## config.mk

```make
export PLATFORM = sky130hd
export DESIGN_NAME = vec_inst_sequencer
export DESIGN_NICKNAME = d
export VERILOG_FILES = /design/src/rtl/vector_processor_defs.sv /design/src/rtl/vec_lmul_decode.sv /design/src/rtl/vec_inst_sequencer.sv
export SDC_FILE = /design/constraint.sdc
export NUM_CORES = 1
export LEC_CHECK = 0
export CORE_MARGIN = 3
export CORE_UTILIZATION = 41
export DETAILED_ROUTE_END_ITERATION = 6
export HOLD_SLACK_MARGIN = 0.08
export PLACE_DENSITY = 0.94
export SLEW_MARGIN = 20
export SYNTH_ARGS = -nofsm -noshare
export SYNTH_HDL_FRONTEND = slang
export SYNTH_SLANG_ARGS = --single-unit
```

## constraint.sdc

```tcl
create_clock -name clk -period 3.8 [get_ports clk]
set_input_delay 0.95 -clock clk [delete_from_list [all_inputs] [get_ports clk]]
set_output_delay 0.95 -clock clk [all_outputs]
set_load 0.05 [all_outputs]
```

## src/rtl/vector_processor_defs.sv

```systemverilog
// Shared encodings for the vector instruction sequencer: opcodes, funct3,
// sequencer states and the vtype.vlmul / LSU mop field values.
package vector_processor_defs;

  typedef enum logic [6:0] {
    OPC_LOAD  = 7'b0000111,
    OPC_STORE = 7'b0100111,
    OPC_VEC   = 7'b1010111
  } v_opcode_e;

  typedef enum logic [2:0] {
    F3_OPIVV = 3'b000,
    F3_OPFVV = 3'b001,
    F3_OPMVV = 3'b010,
    F3_OPIVI = 3'b011,
    F3_OPIVX = 3'b100,
    F3_OPFVF = 3'b101,
    F3_OPMVX = 3'b110,
    F3_OPCFG = 3'b111
  } v_func3_e;

  typedef enum logic [2:0] {
    IDLE,
    CONFIG,
    ISSUE,
    WAIT,
    DONE
  } seq_state_e;

  localparam logic [2:0] VLMUL_M1   = 3'b000;
  localparam logic [2:0] VLMUL_M2   = 3'b001;
  localparam logic [2:0] VLMUL_M4   = 3'b010;
  localparam logic [2:0] VLMUL_M8   = 3'b011;
  localparam logic [2:0] VLMUL_RSVD = 3'b100;
  localparam logic [2:0] VLMUL_MF8  = 3'b101;
  localparam logic [2:0] VLMUL_MF4  = 3'b110;
  localparam logic [2:0] VLMUL_MF2  = 3'b111;

  localparam logic [1:0] MOP_UNIT      = 2'b00;
  localparam logic [1:0] MOP_IDX_UNORD = 2'b01;

endpackage

```

## src/rtl/vec_lmul_decode.sv

```systemverilog
// Maps vtype.vlmul to the number of registers in the group and flags
// encodings that are reserved or exceed the supported group size.
module vec_lmul_decode
  import vector_processor_defs::*;
#(
  parameter int unsigned MAX_LMUL = 8,
  parameter int unsigned CNT_W    = $clog2(MAX_LMUL) + 1
) (
  input  logic [2:0]       vlmul,
  output logic [CNT_W-1:0] nregs,
  output logic             illegal
);

  logic [3:0] n_full;
  logic       rsvd;

  always_comb begin
    n_full = 4'd1;
    rsvd   = 1'b0;
    case (vlmul)
      VLMUL_M1:   n_full = 4'd1;
      VLMUL_M2:   n_full = 4'd2;
      VLMUL_M4:   n_full = 4'd4;
      VLMUL_M8:   n_full = 4'd8;
      VLMUL_RSVD: rsvd   = 1'b1;
      // fractional groups still occupy one register
      VLMUL_MF8, VLMUL_MF4, VLMUL_MF2: n_full = 4'd1;
    endcase
  end

  assign illegal = rsvd || ({28'd0, n_full} > MAX_LMUL);
  assign nregs   = n_full[CNT_W-1:0];

endmodule

```

## src/rtl/vec_inst_sequencer.sv

```systemverilog
// Multi-cycle vector instruction sequencer: classifies one instruction,
// holds LSU mode controls and walks the LMUL register group issue by issue.
//
// state  | meaning
// IDLE   | ready to accept an instruction
// CONFIG | vset* CSR write strobe
// ISSUE  | start pulse for register reg_grp_idx of the group
// WAIT   | waiting for the owning unit's done pulse
// DONE   | retire pulse, back to IDLE next cycle
module vec_inst_sequencer
  import vector_processor_defs::*;
#(
  parameter int unsigned XLEN     = 32,
  parameter int unsigned MAX_LMUL = 8,
  parameter int unsigned CNT_W    = $clog2(MAX_LMUL) + 1
) (
  input  logic             clk,
  input  logic             reset,
  input  logic             inst_valid,
  output logic             inst_ready,
  input  logic [XLEN-1:0]  vec_inst,
  input  logic [2:0]       vlmul,
  output logic             csrwr_en,
  output logic             ld_inst,
  output logic             st_inst,
  output logic             stride_sel,
  output logic             index_str,
  output logic             index_unordered,
  output logic             lsu_start,
  output logic             arith_start,
  output logic [CNT_W-1:0] reg_grp_idx,
  input  logic             lsu_done,
  input  logic             exec_done,
  output logic             busy,
  output logic             inst_done,
  output logic             illegal_inst
);

  seq_state_e       state;
  logic [CNT_W-1:0] last_idx;
  logic [CNT_W-1:0] nregs;
  logic             lmul_illegal;

  vec_lmul_decode #(.MAX_LMUL(MAX_LMUL), .CNT_W(CNT_W)) u_lmul (
    .vlmul   (vlmul),
    .nregs   (nregs),
    .illegal (lmul_illegal)
  );

  logic [6:0] opcode;
  logic [2:0] funct3;
  logic [1:0] mop;
  logic       is_conf, is_load, is_store, is_mem, dec_illegal, unit_done;
  logic       unused_inst_bits;

  assign opcode      = vec_inst[6:0];
  assign funct3      = vec_inst[14:12];
  assign mop         = vec_inst[27:26];
  assign is_conf     = (opcode == OPC_VEC) && (funct3 == F3_OPCFG);
  assign is_load     = (opcode == OPC_LOAD);
  assign is_store    = (opcode == OPC_STORE);
  assign is_mem      = is_load || is_store;
  assign dec_illegal = lmul_illegal || !(is_mem || opcode == OPC_VEC);
  assign unused_inst_bits = ^{vec_inst[XLEN-1:28], vec_inst[25:15], vec_inst[11:7]};

  // the held mode flags tell which unit owns the completion handshake
  assign unit_done  = (ld_inst || st_inst) ? lsu_done : exec_done;
  assign inst_ready = (state == IDLE);
  assign busy       = (state != IDLE);

  always_ff @(posedge clk or negedge reset) begin
    if (!reset) begin
      state           <= IDLE;
      last_idx        <= '0;
      reg_grp_idx     <= '0;
      csrwr_en        <= 1'b0;
      ld_inst         <= 1'b0;
      st_inst         <= 1'b0;
      stride_sel      <= 1'b0;
      index_str       <= 1'b0;
      index_unordered <= 1'b0;
      lsu_start       <= 1'b0;
      arith_start     <= 1'b0;
      inst_done       <= 1'b0;
      illegal_inst    <= 1'b0;
    end else begin
      csrwr_en     <= 1'b0;
      lsu_start    <= 1'b0;
      arith_start  <= 1'b0;
      inst_done    <= 1'b0;
      illegal_inst <= 1'b0;
      case (state)
        IDLE: begin
          if (inst_valid) begin
            if (dec_illegal) begin
              illegal_inst <= 1'b1;
            end else if (is_conf) begin
              state    <= CONFIG;
              csrwr_en <= 1'b1;
            end else begin
              state           <= ISSUE;
              reg_grp_idx     <= '0;
              last_idx        <= nregs - CNT_W'(1);
              ld_inst         <= is_load;
              st_inst         <= is_store;
              stride_sel      <= is_mem && (mop == MOP_UNIT);
              index_str       <= is_mem && mop[0];
              index_unordered <= is_mem && (mop == MOP_IDX_UNORD);
              lsu_start       <= is_mem;
              arith_start     <= !is_mem;
            end
          end
        end
        CONFIG: begin
          state     <= DONE;
          inst_done <= 1'b1;
        end
        ISSUE: state <= WAIT;
        WAIT: begin
          if (unit_done) begin
            if (reg_grp_idx == last_idx) begin
              state     <= DONE;
              inst_done <= 1'b1;
            end else begin
              state       <= ISSUE;
              reg_grp_idx <= reg_grp_idx + CNT_W'(1);
              lsu_start   <= ld_inst || st_inst;
              arith_start <= !(ld_inst || st_inst);
            end
          end
        end
        DONE: begin
          state           <= IDLE;
          reg_grp_idx     <= '0;
          ld_inst         <= 1'b0;
          st_inst         <= 1'b0;
          stride_sel      <= 1'b0;
          index_str       <= 1'b0;
          index_unordered <= 1'b0;
        end
        default: state <= IDLE;
      endcase
    end
  end

endmodule

```

# Word level (Yosys, flattened, before mapping)

Index checks and enable logic that the tools add are counted.

Logic and storage cells: 115
Register bits after elaboration: 21
Output and inout bits: 16
Bits of input ports: 40

Magnitude comparators: 1
$add $sub $neg: 2
Reduce and logical (&&, ||, !) cells: 21
Muxes and demuxes: 57
Bitwise operators: 2
Equality and inequality tests: 19

Operators by type and width:

| cell                | count |
|---|---|
| $mux 1              | 36 |
| $pmux 4 s3          | 2 |
| $mux 4              | 5 |
| $pmux 1 s2          | 8 |
| $eq 3x2->1 const B  | 4 |
| $mux 3              | 4 |
| $pmux 3 s4          | 1 |
| $ne 2x2->1 const B  | 5 |
| $eq 3x3->1 const B  | 3 |
| $reduce_and 4->1    | 2 |
| $eq 7x3->1 const B  | 1 |
| $eq 7x6->1 const B  | 1 |
| $eq 7x7->1 const B  | 1 |
| $eq 3x1->1 const B  | 2 |
| $reduce_and 6->1    | 1 |
| $reduce_bool 3->1   | 2 |
| $logic_or 1x1->1    | 5 |
| $add 4x1->4 const B | 1 |
| $eq 4x4->1          | 1 |
| $gt 4x4->1 const B  | 1 |
| $logic_and 1x1->1   | 4 |
| $sub 4x1->4 const B | 1 |
| $logic_not 1->1     | 3 |
| $logic_not 3->1     | 1 |
| other kinds (6)     | 7 |

# Longest topological paths before layout

Gate-level depths: netlist of run 1.

Depth in word-level cells: 8
Mapped depth: 7
Depth with buffers taken out: 5

# Modules after synthesis

Synthesis of run 1 repeated with hierarchy kept, for this count alone.

Cell total of the unflattened synthesis: 112
Area, all modules: 1208.7 µm²

By module, submodules not included:

| module             | sequential area each (µm²) | cells an instance | area each (µm²) | times used |
|---|---|---|---|---|
| vec_inst_sequencer | 525.5                      | 107               | 1168.6          | 1 |
| vec_lmul_decode    | 0.0                        | 5                 | 40.0            | 1 |

# Worst setup path before layout of run 1

No wires, ideal clock.

Path kind: input -> register
From: input port vec_inst[3]
To: register ld_inst
Slack: 1531 ps
Arrival time: 2142 ps
Buffers on the path: 0
Cell stages on the path: 5
Required time: 3672 ps
Setup time: 128 ps
Cell sequence: nand4b_1 -> a21oi_2 -> nand3_1 -> a211o_1 -> mux2_1

Longest elaborated chain between the ends: 7
Elaborated cells between the ends (all ways): 15
Classes of those cells: eq/ne: 5; mux: 4; reduce/logical: 6

Ends and longest elaborated chain:

| what                                            | line                                               | text |
|---|---|---|
| from (decl)                                     | vec_inst_sequencer.sv:21                           | `input logic [XLEN-1:0] vec_inst,` |
| $eq 7x3->1 / $eq 7x6->1 (equally long branches) | vec_inst_sequencer.sv:60, vec_inst_sequencer.sv:61 |  |
| $logic_or 1x1->1                                | vec_inst_sequencer.sv:62                           | `assign is_mem = is_load \|\| is_store;` |
| $logic_or 1x1->1                                | vec_inst_sequencer.sv:63                           | `assign dec_illegal = lmul_illegal \|\| !(is_mem \|\| opcode == OPC_VEC);` |
| $logic_not 1->1                                 | vec_inst_sequencer.sv:63                           |  |
| $logic_or 1x1->1                                | vec_inst_sequencer.sv:63                           |  |
| $ne 2x2->1 (no line)                            | -                                                  |  |
| $reduce_and 4->1 (no line)                      | -                                                  |  |
| to (signal assigned)                            | vec_inst_sequencer.sv:104                          | `ld_inst <= is_load;` |
| to (decl)                                       | vec_inst_sequencer.sv:24                           | `output logic ld_inst,` |

Parallel ways exist; a longest one is shown, timed or not. The select of a mux whose other input is x is not followed.
A chain may end at the register's enable or synchronous reset.

# Worst setup path in the final report of run 1

From: register state[2]
To: output port inst_ready

Longest elaborated chain between the ends: 1

Ends and longest elaborated chain:

| what                   | line                      | text |
|---|---|---|
| from (decl)            | vec_inst_sequencer.sv:39  | `seq_state_e state;` |
| from (signal assigned) | vec_inst_sequencer.sv:73  | `state <= IDLE;` |
| from (signal assigned) | vec_inst_sequencer.sv:98  | `state <= CONFIG;` |
| from (signal assigned) | vec_inst_sequencer.sv:101 | `state <= ISSUE;` |
| $logic_not 3->1        | vec_inst_sequencer.sv:68  | `assign inst_ready = (state == IDLE);` |
| to (decl)              | vec_inst_sequencer.sv:20  | `output logic inst_ready,` |

No other way between the ends.

==> metrics.md, run 1 <==
| Metric | Value |
|---|---|
| R2R Setup Slk | `1.89 ns` |
| Worst slew margin | `39.3%` |
| Worst skew pair latency | `0.30 ns` |
| Clk sinks | `21` |
| Yosys top cell area share | `50.1%` |
| Post-Synth XOR/XNOR Area | `3.34%` |
| Place WS | `0.914 ns` |
| Final wirelength | `2530 µm` |
| Hold slack | `0.513 ns` |
| Main combinational cell family by area after synthesis | `simple AND/OR/NAND/NOR gates` |
| Critical-path maximum fanout | `9` |
| HPWL Detailed | `1940 µm` |
| Max Root-Sink Buffers | `2` |
| Nets | `183` |
| Vias per inst | `5.64` |
| Worst setup margin | `0.593 ns` |
| Crit start category | `register` |
| Slowest CP cell | `clkdlybuf4s50_1` |
| CP peak stage delay | `0.83 ns` |
| CTS tree | `yes` |
| Cell Chain, Critical Path | `or3_1 > inv_2 > clkdlybuf4s50_1` |
| Compound-cell area share of the yosys netlist | `16.3%` |
| Arrival time at the worst endpoint | `2.26 ns` |
| Min Tclk post-route | `3.21 ns` |
| Synth Instances | `104` |
| Post-CTS Resized | `0` |
| Ys Warns | `0` |
| Synthesized area per cell | `10.1 µm²` |
| First-pass GRT wire length | `4090 µm` |
| CTS H-tree lvls | `1` |
| Port Buf Inserts | `35` |
| R2R Path End | `reg_grp_idx[1]` |
| Asr flop ratio synth | `100%` |
| Status | `complete, no violations` |
| Layout cells sized above 1 | `7.09%` |
| Num ports | `56` |
| Filler cell count | `190` |
| Postcts setup bufs | `0` |
| Initial Util | `45.2%` |
| # setup viols final | `0` |
| VDD IR max | `0.415 mV` |
| Part of the Yosys area used for sequential elements | `50.1%` |
| Post-route setup TNS | `0 ns` |
| Total gr overflow | `0` |
| Hold endpoint | `stride_sel` |
| Final Util | `62.5%` |
| Reg2Reg Depth | `5` |
| Adder-cell share of the synthesized area | `1.19%` |
| Die Y | `56.6 µm` |
| Mux contribution to synthesized area | `4.89%` |
| Via count | `953` |
| RSZ-0062 raised after global routing | `no` |
| Cts hold-fix bufs | `0` |
| CTS root buffer | `clkbuf_4` |
| Initial drt markers | `11` |
| CORE AREA | `2320 µm²` |
| Die Wd | `56.6 µm` |
| RePlAce Congestion | `0.810` |
| Largest net degree at the start of global routing | `22` |
| Antenna violation net count after detailed routing | `0` |
| Detailed Routing Iterations Pass 1 | `4` |
| # DRC | `0` |
| Total CTS buffers | `3` |
| Synth Area in Simple Gates | `20.6%` |
| Row cnt | `17` |
| FF-to-FF Start | `state[2]` |
| Synth Net Count | `145` |
| Pwr/cell area | `553 nW/µm²` |
| Die area | `3200 µm²` |
| Tightest Pin Transition | `0.908 ns` |
| Antenna diode count | `0` |
| Total Power | `802 µW` |
| Post-synthesis cell area | `1050 µm²` |
| Initial antenna violation count | `0` |
| Number of synthesized register bits | `21` |
| Final hold vios | `0` |
| Synth area leaders | `dfrtp_1 50%, mux2i_1 3.8%, nand2_1 3.6%` |
| Yosys top cell by area | `dfrtp_1` |
| Leak Pwr | `0.000635 µW` |
| Buffers plus inverters on the worst setup path | `2` |
| Post-synthesis cell type count | `37` |
| CTS clock-pin slew for the worst setup and hold paths | `0.11 ns` |
| Clock Skews | `0.00124 ns` |
| Hold Path Class | `reg2reg` |
| Cell family with most CP delay | `buffers and inverters` |
| Main synth FF type | `dfrtp_1` |
| WP depth | `3` |
| Total GRT Usage | `16.3%` |
| Wire per inst | `15.0 µm` |
| Req. time, crit path | `2.85 ns` |
| Final clock period utilization by the worst path | `84.4%` |
| EDFF count, synth | `0` |
| Hold depth | `1` |
| F_max | `312 MHz` |
| Crit. End Element | `primary output` |
| Min-delay src | `stride_sel` |
| Final Max Slew Viols | `0` |
| Vias in the first global route | `941` |
| Area Growth Syn to Fin | `38.3%` |
| Max-cap viol count | `0` |
| WS Path Type | `reg2out` |
## layout make-up
cell class	instances	area, µm²	area share (%)
flip-flops and latches	21	526	36.2
multi-input cells	74	487	33.6
repair buffers	35	350	24.2
well taps	28	35.0	2.42
clock buffers	4	26.3	1.81
inverters	7	26.3	1.81
## registers in the layout, indices dropped and copies added (netlist names)
| register | count |
|---|---|
| stride_sel | 1 |
| reg_grp_idx | 4 |
| last_idx | 4 |
| arith_start | 1 |
| csrwr_en | 1 |
| lsu_start | 1 |
| ld_inst | 1 |
| illegal_inst | 1 |
| st_inst | 1 |
| index_str | 1 |
| index_unordered | 1 |
| state | 3 |
| inst_done | 1 |
## layer usage
metal  up-vias  track usage (%)  part of all wire [%]
li1        448                -                     -
met1       466             17.7                    41
met2        35             30.7                    53
met3         4             2.30                   4.5
met4         0             7.12                   1.6
met5         -                0                     0
## cells by family (layout without fill, tap and decap cells)
group,after synthesis,count (layout)
AO/OA/AOI/OAI,25,25
XOR/XNOR,4,4
adder cells (fa/ha/maj),1,1
buffers and inverters,9,46
flip-flops,21,21
multiplexers,5,5
AND/OR/NAND/NOR,39,39
## synth_stat cells (all sizes together), types with 2 or more instances
cell,instances
xnor2,4
nand2,10
or2,2
o31ai,2
o2bb2ai,2
nand3,2
mux2i,4
and3b,3
buf,2
nand4,3
nand3b,2
or3,2
a2bb2oi,2
o22ai,2
inv,7
o21ai,5
nor2,8
a21oi,5
dfrtp,21
o21a,2
## worst max path at each step
stage | startpoint | endpoint | slack, ns
2_1_floorplan | vec_inst[3] | ld_inst | 1.53
3_3_place_gp | vec_inst[5] | ld_inst | 0.97
3_5_place_dp | vec_inst[4] | ld_inst | 0.91
4_1_cts | state[2] | inst_ready | 0.59
5_1_grt | state[2] | inst_ready | 0.52
6_report | state[2] | inst_ready | 0.59
## stage by stage
step	cell area, µm²	cells
2_1_floorplan	1050	104
6_report	1450	169
3_3_place_gp	1420	165
5_1_grt	1450	169
4_1_cts	1450	169
3_5_place_dp	1420	165
## where the power goes
group	total, µW	switching [µW]	internal [µW]
registers	295	41.0	254
logic	400	254	146
clock network	107	66.4	41.0
total	802	361	441
## placed cells by master (no fill, tap or decap), types with 3 or more instances in the layout
master           instances
a21oi_1                  4
clkbuf_4                 3
clkdlybuf4s50_1         35
dfrtp_1                 21
inv_1                    6
mux2i_1                  4
nand2_1                 10
nand4_1                  3
nor2_1                   8
o21ai_0                  5
xnor2_1                  4
(Power assumes the default switching activity.)
==> inputs of run 2 (changes only) <==
--- a/config.mk
+++ b/config.mk
@@ -6,10 +6,10 @@
 export NUM_CORES = 1
 export LEC_CHECK = 0
 export CORE_MARGIN = 3
-export CORE_UTILIZATION = 41
+export CORE_UTILIZATION = 38
 export DETAILED_ROUTE_END_ITERATION = 6
 export HOLD_SLACK_MARGIN = 0.08
-export PLACE_DENSITY = 0.94
+export PLACE_DENSITY = 0.89
 export SLEW_MARGIN = 20
 export SYNTH_ARGS = -nofsm -noshare
 export SYNTH_HDL_FRONTEND = slang
==> constraint.sdc (replaced) <==
create_clock -name clk -period 2.98 [get_ports clk]
set_input_delay 0.745 -clock clk [delete_from_list [all_inputs] [get_ports clk]]
set_output_delay 0.745 -clock clk [all_outputs]
set_load 0.05 [all_outputs]
==> run 2 against run 1 <==
Compared with the run above:
- non-clock buffer count increased by 1
- sequential power increased by 25%
- cell count increased by 1.8%
- cell area increased by 0.95%
- die area increased by 7.0%
- combinational power increased by 26%
- critical path type unchanged
- critical endpoint is now busy
- largest cell class unchanged
- largest power group unchanged
==> metrics.md, run 2 (same netlist as run 1, synthesis figures left out) <==
| Metric | Value |
|---|---|
| Status | `complete, no violations (unchanged)` |
| CTS H-tree lvls | `1 (unchanged)` |
| Worst skew pair latency | `0.30 ns (about the same)` |
| Dpl cells | `168 (was 165)` |
| Largest net degree at the start of global routing | `22 (unchanged)` |
| Antenna violation net count after detailed routing | `0 (unchanged)` |
| Top flop regs | `last_idx: 4 flops, reg_grp_idx: 4 flops, state: 3 flops (unchanged)` |
| Row cnt | `18 (was 17)` |
| Final hold vios | `0 (unchanged)` |
| Layout cells sized above 1 | `8.45% (was 7.09%)` |
| F_max | `366 MHz` |
| Total GRT Usage | `13.9% (was 16.3%)` |
| VDD IR max | `0.501 mV (was 0.415 mV)` |
| CTS clock-pin slew for the worst setup and hold paths | `0.12 ns (was 0.11 ns)` |
| Hold slack | `0.503 ns (was 0.513 ns)` |
| CORE AREA | `2540 µm² (was 2320 µm²)` |
| Max-cap viol count | `0 (unchanged)` |
| Critical-path maximum fanout | `9 (unchanged)` |
| Total CTS buffers | `3 (unchanged)` |
| Vias in the first global route | `882 (was 941)` |
| Met2 global-route usage | `24.1% (was 30.7%)` |
| # setup viols final | `0 (unchanged)` |
| FF-to-FF Start | `state[2] (unchanged)` |
| RSZ-0062 raised after global routing | `no (unchanged)` |
| Port Buf Inserts | `35 (unchanged)` |
| Commonest non-fill, non-tap cells in the layout | `34 x clkdlybuf4s50_1, 21 x dfrtp_1, 10 x nand2_1 (was 35 x clkdlybuf4s50_1, 21 x dfrtp_1, 10 x nand2_1)` |
| Vias per inst | `5.38 (was 5.64)` |
| Leak Pwr | `0.000646 µW (was 0.000635 µW)` |
| Initial Util | `41.2% (was 45.2%)` |
| Non-filler instance count after layout | `172 (was 169)` |
| Crit. End Element | `primary output (unchanged)` |
| Final clock period utilization by the worst path | `91.7%` |
| Req. time, crit path | `2.24 ns (was 2.85 ns)` |
| Register area | `526 µm² (unchanged)` |
| Min Tclk post-route | `2.73 ns` |
| Total gr overflow | `0 (unchanged)` |
| Max Root-Sink Buffers | `2 (unchanged)` |
| Via count | `925 (was 953)` |
| Pwr/cell area | `687 nW/µm² (was 553 nW/µm²)` |
| Crit start category | `register (unchanged)` |
| Clock Skews | `0.00547 ns (was 0.00124 ns)` |
| Commonest non-fill, non-tap cell in the layout | `clkdlybuf4s50_1 (unchanged)` |
| # DRC | `0 (unchanged)` |
| Detailed Routing Iterations Pass 1 | `4 (unchanged)` |
| Met1 Use GR | `16.9% (was 17.7%)` |
| Clk sinks | `21 (unchanged)` |
| Final wirelength | `2250 µm (was 2530 µm)` |
| Initial drt markers | `29 (was 11)` |
| Met3 usage | `2.63% (was 2.30%)` |
| Initial antenna violation count | `0 (unchanged)` |
| Area Growth Syn to Fin | `39.6% (was 38.3%)` |
| Die Wd | `58.5 µm (was 56.6 µm)` |
| Num ports | `56 (unchanged)` |
| CTS root buffer | `clkbuf_4 (unchanged)` |
| Worst slew margin | `66.2% (was 39.3%)` |
| Antenna diode count | `0 (unchanged)` |
| Critical Path Start | `state[2] (unchanged)` |
| Nets | `184 (was 183)` |
| Multi-input logic area | `487 µm² (unchanged)` |
| Postcts setup bufs | `0 (unchanged)` |
| Tightest Pin Transition | `0.506 ns (was 0.908 ns)` |
| CTS tree | `yes (unchanged)` |
| Hold Path Class | `reg2reg (unchanged)` |
| Wire per inst | `13.1 µm (was 15.0 µm)` |
| GRT busiest layer | `met2 (unchanged)` |
| RePlAce Congestion | `0.884 (was 0.810)` |
| Post-route setup TNS | `0 ns (unchanged)` |
| Final Max Slew Viols | `0 (unchanged)` |
| Min-delay src | `index_unordered (was stride_sel)` |
| Filler cell count | `225 (was 190)` |
| First-pass GRT wire length | `3720 µm (was 4090 µm)` |
| WS Path Type | `reg2out (unchanged)` |
| HPWL Detailed | `1840 µm (was 1940 µm)` |
| Arrival time at the worst endpoint | `1.99 ns (was 2.26 ns)` |
| Die area | `3430 µm² (was 3200 µm²)` |
| Die Y | `58.5 µm (was 56.6 µm)` |
==> run 2: cell types whose count changed in the layout (fill, tap and decap cells not counted), sizes merged <==
cell,previous run,this run
buf,0,1
clkbuf,4,3
clkdlybuf4s50,35,34
clkinv,0,1
dlymetal6s2s,0,1
==> run 2: worst paths after layout <==
| check | slack (ns) | depth (start not counted) | end |
|---|---|---|---|
| max | 0.25 | 2 | busy |
| min | 0.50 | 1 | index_unordered |
| max in group asynchronous | 2.00 | 2 | last_idx[0] |
| max reg2reg | 1.07 | 5 | reg_grp_idx[1] |
| min in group asynchronous | 0.76 | 2 | stride_sel |
| min reg2reg | 0.50 | 1 | index_unordered |
==> run 2: cell type report <==
type	instances	share of cell area, %
clock inverter	1	0.342
sequential	21	35.9
timing repair buffer	36	24.6
tap	30	2.56
inverter	7	1.79
clock buffer	3	1.54
multi-input combinational	74	33.2
==> run 2: report_power, final <==
part	internal [µW]	leakage, µW	switching, µW
combinational	186	0.000339	318
sequential	324	0.000290	45.3
clock	49.9	0.0000177	83.0
total	559	0.000646	446
==> run 2: worst max-delay path: stages, from the launching register on <==
cell             delay (ns)
dfrtp_1                0.48
or3_1                  0.48
clkdlybuf4s50_1        0.73
==> run 2: metrics by stage <==
step | utilization (%) | cell area [µm²] | power (µW) | setup slack, ns
after floorplan | - | 1050 | 723 | 0.916
after CTS | 57.4 | 1460 | 1010 | 0.0261
after detailed placement | 56.3 | 1430 | 881 | 0.299
final | 57.5 | 1460 | 1010 | 0.248
after global placement | 56.3 | 1430 | 867 | 0.337
after global routing | 57.5 | 1460 | 1060 | 0.154
==> run 2: timing repair <==
item,CTS,global route
endpoints found under the setup margin,0,1
resized for setup,0,1
hold buffers,0,0
==> run 2: metal layers <==
layer / vias to the layer above / part of all wire [%]
li1: 452 / -
met1: 436 / 41
met2: 33 / 52
met3: 4 / 6.2
met4: 0 / 1.4
met5: - / 0
